==> src/rtl/vga_timing_pkg.sv <==
// -----------------------------------------------------------------------------
// vga_timing_pkg
// Shared VGA timing constants: default 640x480 @ 60 Hz porch/sync/display
// values, derived line/frame totals, the coordinate bus width and a small
// range-decode helper used for the sync windows.
// -----------------------------------------------------------------------------
package vga_timing_pkg;

    // Coordinate bus width; both totals must fit below COORD_LIMIT.
    localparam int COORD_W     = 10;
    localparam int COORD_LIMIT = 1 << COORD_W;

    // Default timing set (pixel clock = 100 MHz / 4 = 25 MHz).
    localparam int CLK_DIV_DEF   = 4;
    localparam int H_DISPLAY_DEF = 640;
    localparam int H_FRONT_DEF   = 16;
    localparam int H_SYNC_DEF    = 96;
    localparam int H_BACK_DEF    = 48;
    localparam int V_DISPLAY_DEF = 480;
    localparam int V_FRONT_DEF   = 10;
    localparam int V_SYNC_DEF    = 2;
    localparam int V_BACK_DEF    = 33;

    localparam int H_TOTAL_DEF = H_DISPLAY_DEF + H_FRONT_DEF + H_SYNC_DEF + H_BACK_DEF;
    localparam int V_TOTAL_DEF = V_DISPLAY_DEF + V_FRONT_DEF + V_SYNC_DEF + V_BACK_DEF;

    // True when lo <= v <= hi (inclusive window decode).
    function automatic logic in_range(input logic [COORD_W-1:0] v, input int lo, input int hi);
        return (int'(v) >= lo) && (int'(v) <= hi);
    endfunction

endpackage

==> src/rtl/pixel_tick_div.sv <==
// -----------------------------------------------------------------------------
// pixel_tick_div
// Board-clock to pixel-rate divider. A counter runs 0..CLK_DIV-1 and wraps;
// p_tick is high for the one clk cycle in which the counter sits at its
// terminal value.
//
// Ports:
//   clk    in  board clock
//   reset  in  synchronous, active-high; counter returns to 0
//   p_tick out one-clk strobe per pixel period (combinational decode)
// -----------------------------------------------------------------------------
module pixel_tick_div #(
    parameter int CLK_DIV = 4
) (
    input  logic clk,
    input  logic reset,
    output logic p_tick
);

    localparam int DIV_W = (CLK_DIV > 1) ? $clog2(CLK_DIV) : 1;
    localparam logic [DIV_W-1:0] DIV_MAX = DIV_W'(CLK_DIV - 1);

    logic [DIV_W-1:0] div_q;
    logic [DIV_W-1:0] div_d;

    assign p_tick = (div_q == DIV_MAX);

    always_comb begin
        div_d = div_q + 1'b1;
        if (p_tick) begin
            div_d = '0;
        end
    end

    always_ff @(posedge clk) begin
        if (reset) begin
            div_q <= '0;
        end else begin
            div_q <= div_d;
        end
    end

endmodule

==> src/rtl/vga_sync_gen.sv <==
// -----------------------------------------------------------------------------
// vga_sync_gen
// VGA timing generator (default 640x480 @ ~59.5 Hz from a 100 MHz clock).
// Pixel/line counters advance once per p_tick; hsync/vsync are registered
// from the next-state counters so they line up with the x/y they belong to.
//
// Ports:
//   clk        in   board clock
//   reset      in   synchronous, active-high
//   x          out  horizontal count, 0..H_TOTAL-1
//   y          out  vertical count, 0..V_TOTAL-1
//   video_on   out  high while x < H_DISPLAY and y < V_DISPLAY
//   hsync      out  active-low horizontal sync, registered
//   vsync      out  active-low vertical sync, registered
//   p_tick     out  one-clk strobe per pixel period
//   frame_tick out  (only with VGA_SYNC_FRAME_TICK_EN) one-clk pulse on the
//                   first cycle of (0,0) after a frame wrap
//
// Optional feature macro: VGA_SYNC_FRAME_TICK_EN
// -----------------------------------------------------------------------------
module vga_sync_gen
    import vga_timing_pkg::*;
#(
    parameter int CLK_DIV   = CLK_DIV_DEF,
    parameter int H_DISPLAY = H_DISPLAY_DEF,
    parameter int H_FRONT   = H_FRONT_DEF,
    parameter int H_SYNC    = H_SYNC_DEF,
    parameter int H_BACK    = H_BACK_DEF,
    parameter int V_DISPLAY = V_DISPLAY_DEF,
    parameter int V_FRONT   = V_FRONT_DEF,
    parameter int V_SYNC    = V_SYNC_DEF,
    parameter int V_BACK    = V_BACK_DEF
) (
    input  logic               clk,
    input  logic               reset,
    output logic [COORD_W-1:0] x,
    output logic [COORD_W-1:0] y,
    output logic               video_on,
    output logic               hsync,
    output logic               vsync,
    output logic               p_tick
`ifdef VGA_SYNC_FRAME_TICK_EN
    ,
    output logic               frame_tick
`endif
);

    localparam int H_TOTAL  = H_DISPLAY + H_FRONT + H_SYNC + H_BACK;
    localparam int V_TOTAL  = V_DISPLAY + V_FRONT + V_SYNC + V_BACK;
    localparam int HS_START = H_DISPLAY + H_FRONT;
    localparam int HS_END   = H_DISPLAY + H_FRONT + H_SYNC - 1;
    localparam int VS_START = V_DISPLAY + V_FRONT;
    localparam int VS_END   = V_DISPLAY + V_FRONT + V_SYNC - 1;

    localparam logic [COORD_W-1:0] X_LAST = COORD_W'(H_TOTAL - 1);
    localparam logic [COORD_W-1:0] Y_LAST = COORD_W'(V_TOTAL - 1);

    // Totals that do not fit the coordinate bus are refused at elaboration.
    if (H_TOTAL > COORD_LIMIT || V_TOTAL > COORD_LIMIT) begin : g_bad_totals
        $error("vga_sync_gen: H_TOTAL/V_TOTAL exceed coordinate range");
    end

    pixel_tick_div #(
        .CLK_DIV(CLK_DIV)
    ) u_pixel_tick_div (
        .clk   (clk),
        .reset (reset),
        .p_tick(p_tick)
    );

    logic [COORD_W-1:0] x_q, x_d;
    logic [COORD_W-1:0] y_q, y_d;
    logic               hsync_q, hsync_d;
    logic               vsync_q, vsync_d;
    logic               line_end;

    assign line_end = p_tick && (x_q == X_LAST);

    always_comb begin
        x_d = x_q;
        y_d = y_q;
        if (p_tick) begin
            if (x_q == X_LAST) begin
                x_d = '0;
                if (y_q == Y_LAST) begin
                    y_d = '0;
                end else begin
                    y_d = y_q + 1'b1;
                end
            end else begin
                x_d = x_q + 1'b1;
            end
        end
    end

    // Decoding the next-state counters lets the registered sync change on the
    // same edge as the coordinate that enters/leaves the sync window.
    assign hsync_d = ~in_range(x_d, HS_START, HS_END);
    assign vsync_d = ~in_range(y_d, VS_START, VS_END);

    always_ff @(posedge clk) begin
        if (reset) begin
            x_q     <= '0;
            y_q     <= '0;
            hsync_q <= 1'b1;
            vsync_q <= 1'b1;
        end else begin
            x_q     <= x_d;
            y_q     <= y_d;
            hsync_q <= hsync_d;
            vsync_q <= vsync_d;
        end
    end

    assign x        = x_q;
    assign y        = y_q;
    assign hsync    = hsync_q;
    assign vsync    = vsync_q;
    assign video_on = (int'(x_q) < H_DISPLAY) && (int'(y_q) < V_DISPLAY);

`ifdef VGA_SYNC_FRAME_TICK_EN
    logic frame_tick_q, frame_tick_d;

    // Set on the edge that wraps (last x, last y) -> (0,0), so the pulse
    // occupies exactly the first (0,0) clk cycle; reset clears it so reset
    // release never produces a pulse.
    assign frame_tick_d = line_end && (y_q == Y_LAST);

    always_ff @(posedge clk) begin
        if (reset) begin
            frame_tick_q <= 1'b0;
        end else begin
            frame_tick_q <= frame_tick_d;
        end
    end

    assign frame_tick = frame_tick_q;
`else
    logic unused_line_end;
    assign unused_line_end = line_end;
`endif

endmodule

==> config.mk <==
export PLATFORM = sky130hd
export DESIGN_NAME = vga_sync_gen
export DESIGN_NICKNAME = d
export VERILOG_FILES = /design/src/rtl/vga_timing_pkg.sv /design/src/rtl/pixel_tick_div.sv /design/src/rtl/vga_sync_gen.sv
export SDC_FILE = /design/constraint.sdc
export NUM_CORES = 1
export LEC_CHECK = 0
export BUFFER_PORTS_ARGS = -buffer_cell sky130_fd_sc_hd__buf_2
export CORE_MARGIN = 1
export CORE_UTILIZATION = 54
export CTS_CLUSTER_SIZE = 8
export DETAILED_ROUTE_END_ITERATION = 7
export PLACE_DENSITY = 0.75
export SLEW_MARGIN = 20
export SYNTH_ARGS = -nofsm -noshare
export SYNTH_HDL_FRONTEND = slang
export SYNTH_SLANG_ARGS = --single-unit
==> constraint.sdc <==
create_clock -name clk -period 2.89 [get_ports clk]
set_input_delay 0.4335 -clock clk [delete_from_list [all_inputs] [get_ports clk]]
set_output_delay 0.4335 -clock clk [all_outputs]
set_load 0.01 [all_outputs]
==> summary.txt <==
Outcome
  • Status: finished clean

CTS
  • Worst-path clk slew: 0.13 ns
  • CTS Buf Count: 3
  • Clock Tree Root: clkbuf_4
  • CTS Buffer Depth: 2
  • Post-CTS setup buffers: 0
  • CTS tree: yes
  • Clock latency on the worst-skew pair: 0.31 ns
  • Hold-fix buffers at CTS: 0
  • Post-CTS sizing: 0
  • CTS sink cnt: 24
  • H-tree Lvls: 1

Placement
  • Final GP Congestion: 0.908
  • Number of I/O port buffers: 25
  • DP HPWL: 2.09 mm
  • Dpl cells: 204

Critical path
  • Crit-path max FO: 12
  • Worst path cell trace: ha_1, nand4_1, or4_4, or4_4, a2111oi_2, nand4b_1
  • Worst Path Arrival: 2.77 ns
  • CP startpoint kind: register
  • Critical Path RT: 3.09 ns
  • CP most frequent cell: or4_4
  • Crit end category: register
  • WS Path Type: register to register
  • Max stage delay on crit path: 0.56 ns
  • Worst path slowest cell: or4_4

Floorplanning
  • Ports: 26
  • Row cnt: 17
  • Total die area: 2700 um2
  • Starting density of the core: 59.3%
  • DIE WIDTH: 52 um
  • Core area: 2280 um2
  • Die Y: 52 um

Drt
  • Total number of vias: 1241
  • Via density per instance: 5.97
  • Drt total wl: 2.85 mm
  • # DRC: 0
  • DR WL/cell: 13.7 um
  • Routed Antenna Nets: 0
  • DRT Pass-1 Iters: 4
  • Initial DRC count: 38

Timing
  • Fin. Hold Viols: 0
  • Slew Limit Fails: 0
  • Endpoints failing setup: 0
  • Setup TNS: 0 ns
  • Slew margin rel.: 56.9%
  • RSZ-0062 raised after global routing: false
  • Slew of the pin with the lowest slew margin: 0.641 ns
  • Setup Skew: 0.00426 ns
  • Fin crit share: 88.9%
  • Final Critical Period: 2.57 ns
  • Fmax: 389 MHz

Cells and area
  • Area delta synth->final: 14.2%
  • Inserted Diodes: 0
  • Final Instance Count excl. Fillers: 208
  • Nets: 187
  • Share of layout cells above drive strength 1: 21.7%

Worst hold path
  • Hold Crit Class: register to register

Power
  • VDD IR-drop max: 0.357 mV
  • Pwr dens: 390 nW/um2
  • Leakage power: 0.562 nW

Synth
  • Synthesized Nets: 165
  • Mapped Avg Cell Area: 8.49 um2
  • #FFs+latches synth: 24
  • Warnings, synthesis: 0
  • Library cells used by synthesis: 41
  • Synth Instances: 159
  • Mapped Area: 1350 um2
  • Post-synthesis sequential area ratio: 35.6%

Global route
  • GRT Util Overall: 23.7%
  • Largest net degree at the start of global routing: 20
  • Global route overflow: 0
  • Vias in the first global route: 1066
  • First-pass GRT wire length: 4.82 mm
  • Initial antenna violation count: 0

Flow run
  • Maxcap violations: 0
-- Yosys cell counts, drive strengths merged --
library cell	number	area, um2
and3b	1	8.76
dfxtp	24	480
o22ai	2	12.5
nor3b	1	7.51
xnor2	10	87.6
a32oi	1	8.76
mux2i	2	20.0
nor4bb	2	20.0
nand3b	2	15.0
buf	4	26.3
and3	4	25.0
nor3	8	40.0
nand2b	2	12.5
mux2	1	11.3
a31oi	2	12.5
nand4	8	50.1
nor2b	2	12.5
nand3	9	45.0
o41ai	1	8.76
a2111oi	1	15.0
nand2	8	30.0
inv	8	30.0
a211oi	2	15.0
xor2	3	26.3
nand4b	2	17.5
nand4bb	1	27.5
nor4	5	31.3
ha	4	50.1
o21ai	3	15.0
nor4b	1	8.76
o21bai	1	7.51
o31ai	1	7.51
or4	2	22.5
clkbuf	8	31.3
and4	1	8.76
o211ai	1	7.51
o31a	1	8.76
a21oi	8	40.0
nor2	12	45.0
-- kinds of logic after synthesis --
group | synth area share, %
adders and majority gates | 3.71
DFF | 35.6
AOI/OAI and AO/OA | 11.8
buffers and inverters | 6.49
muxes | 2.32
and+or+nand+nor | 31.7
xor gates and xnor gates | 8.43
-- flip-flops by register name (all words and copies together), names as in the netlist --
name,count
vsync,1
hsync,1
y,10
x,10
u_pixel_tick_div.div_q,2
-- cell type report --
cell class	instances	area, um2
Clock buffer	3	22.5
Clock inverter	1	30.0
Fill cell	178	734
Inverter	8	30.0
Multi-Input combinational cell	115	788
Sequential cell	24	480
Tap cell	28	35.0
Timing Repair Buffer	29	155
-- per-layer routing --
layer	routed length [um]	vias up	global-route usage (%)
li1	-	622	-
met1	1370	575	32.3
met2	1320	42	37.6
met3	154	2	4.39
met4	9	0	6.76
met5	0	-	0
-- worst max-delay path, delay by kind of cell (launching register included) --
kind            cells  cell delay, ns
simple gates        4            1.43
fa+ha+maj           1            0.23
flops               1            0.42
compound gates      1            0.39
-- layout by cell type, fill, tap and decap left out, drive strengths merged, types with 3 or more instances in the layout --
| cell type | n |
|---|---|
| buf | 29 |
| xnor2 | 10 |
| xor2 | 3 |
| nor2 | 12 |
| a21oi | 8 |
| nor3 | 8 |
| nand4 | 8 |
| clkbuf | 3 |
| inv | 8 |
| nand2 | 8 |
| nand3 | 9 |
| nor4 | 5 |
| o21ai | 3 |
| dfxtp | 24 |
| ha | 4 |
| and3 | 4 |
-- final timing paths --
path                                        startpoint                              endpoint  slack [ns]  depth (start not counted)
setup / recovery                       x[0]$_SDFF_PP0_                      vsync$_SDFF_PP1_        0.32                          6
hold / removal    u_pixel_tick_div.div_q[0]$_SDFF_PP0_  u_pixel_tick_div.div_q[0]$_SDFF_PP0_        0.44                          1
setup reg to reg                       x[0]$_SDFF_PP0_                      vsync$_SDFF_PP1_        0.32                          6
hold reg to reg   u_pixel_tick_div.div_q[0]$_SDFF_PP0_  u_pixel_tick_div.div_q[0]$_SDFF_PP0_        0.44                          1
-- stage by stage --
step                      utilization [%]  area [um2]  hold WS, ns  setup slack (ns)  power, mW
after floorplan                         -        1350        0.404             0.456      0.360
after global placement               65.4        1490        0.413             0.435      0.366
after detailed placement             65.4        1490        0.424             0.364      0.367
after CTS                            67.7        1540        0.444             0.336      0.608
after global routing                 67.7        1540        0.474             0.157      0.630
final                                67.7        1540        0.441             0.322      0.601
-- where the power goes --
part           total [mW]  switching [mW]  leakage (nW)  internal, mW
combinational      0.0205          0.0118         0.340       0.00876
clock               0.242           0.101        0.0279         0.140
sequential          0.339         0.00282         0.194         0.336
Note: power is estimated with default switching activity, not from simulation.
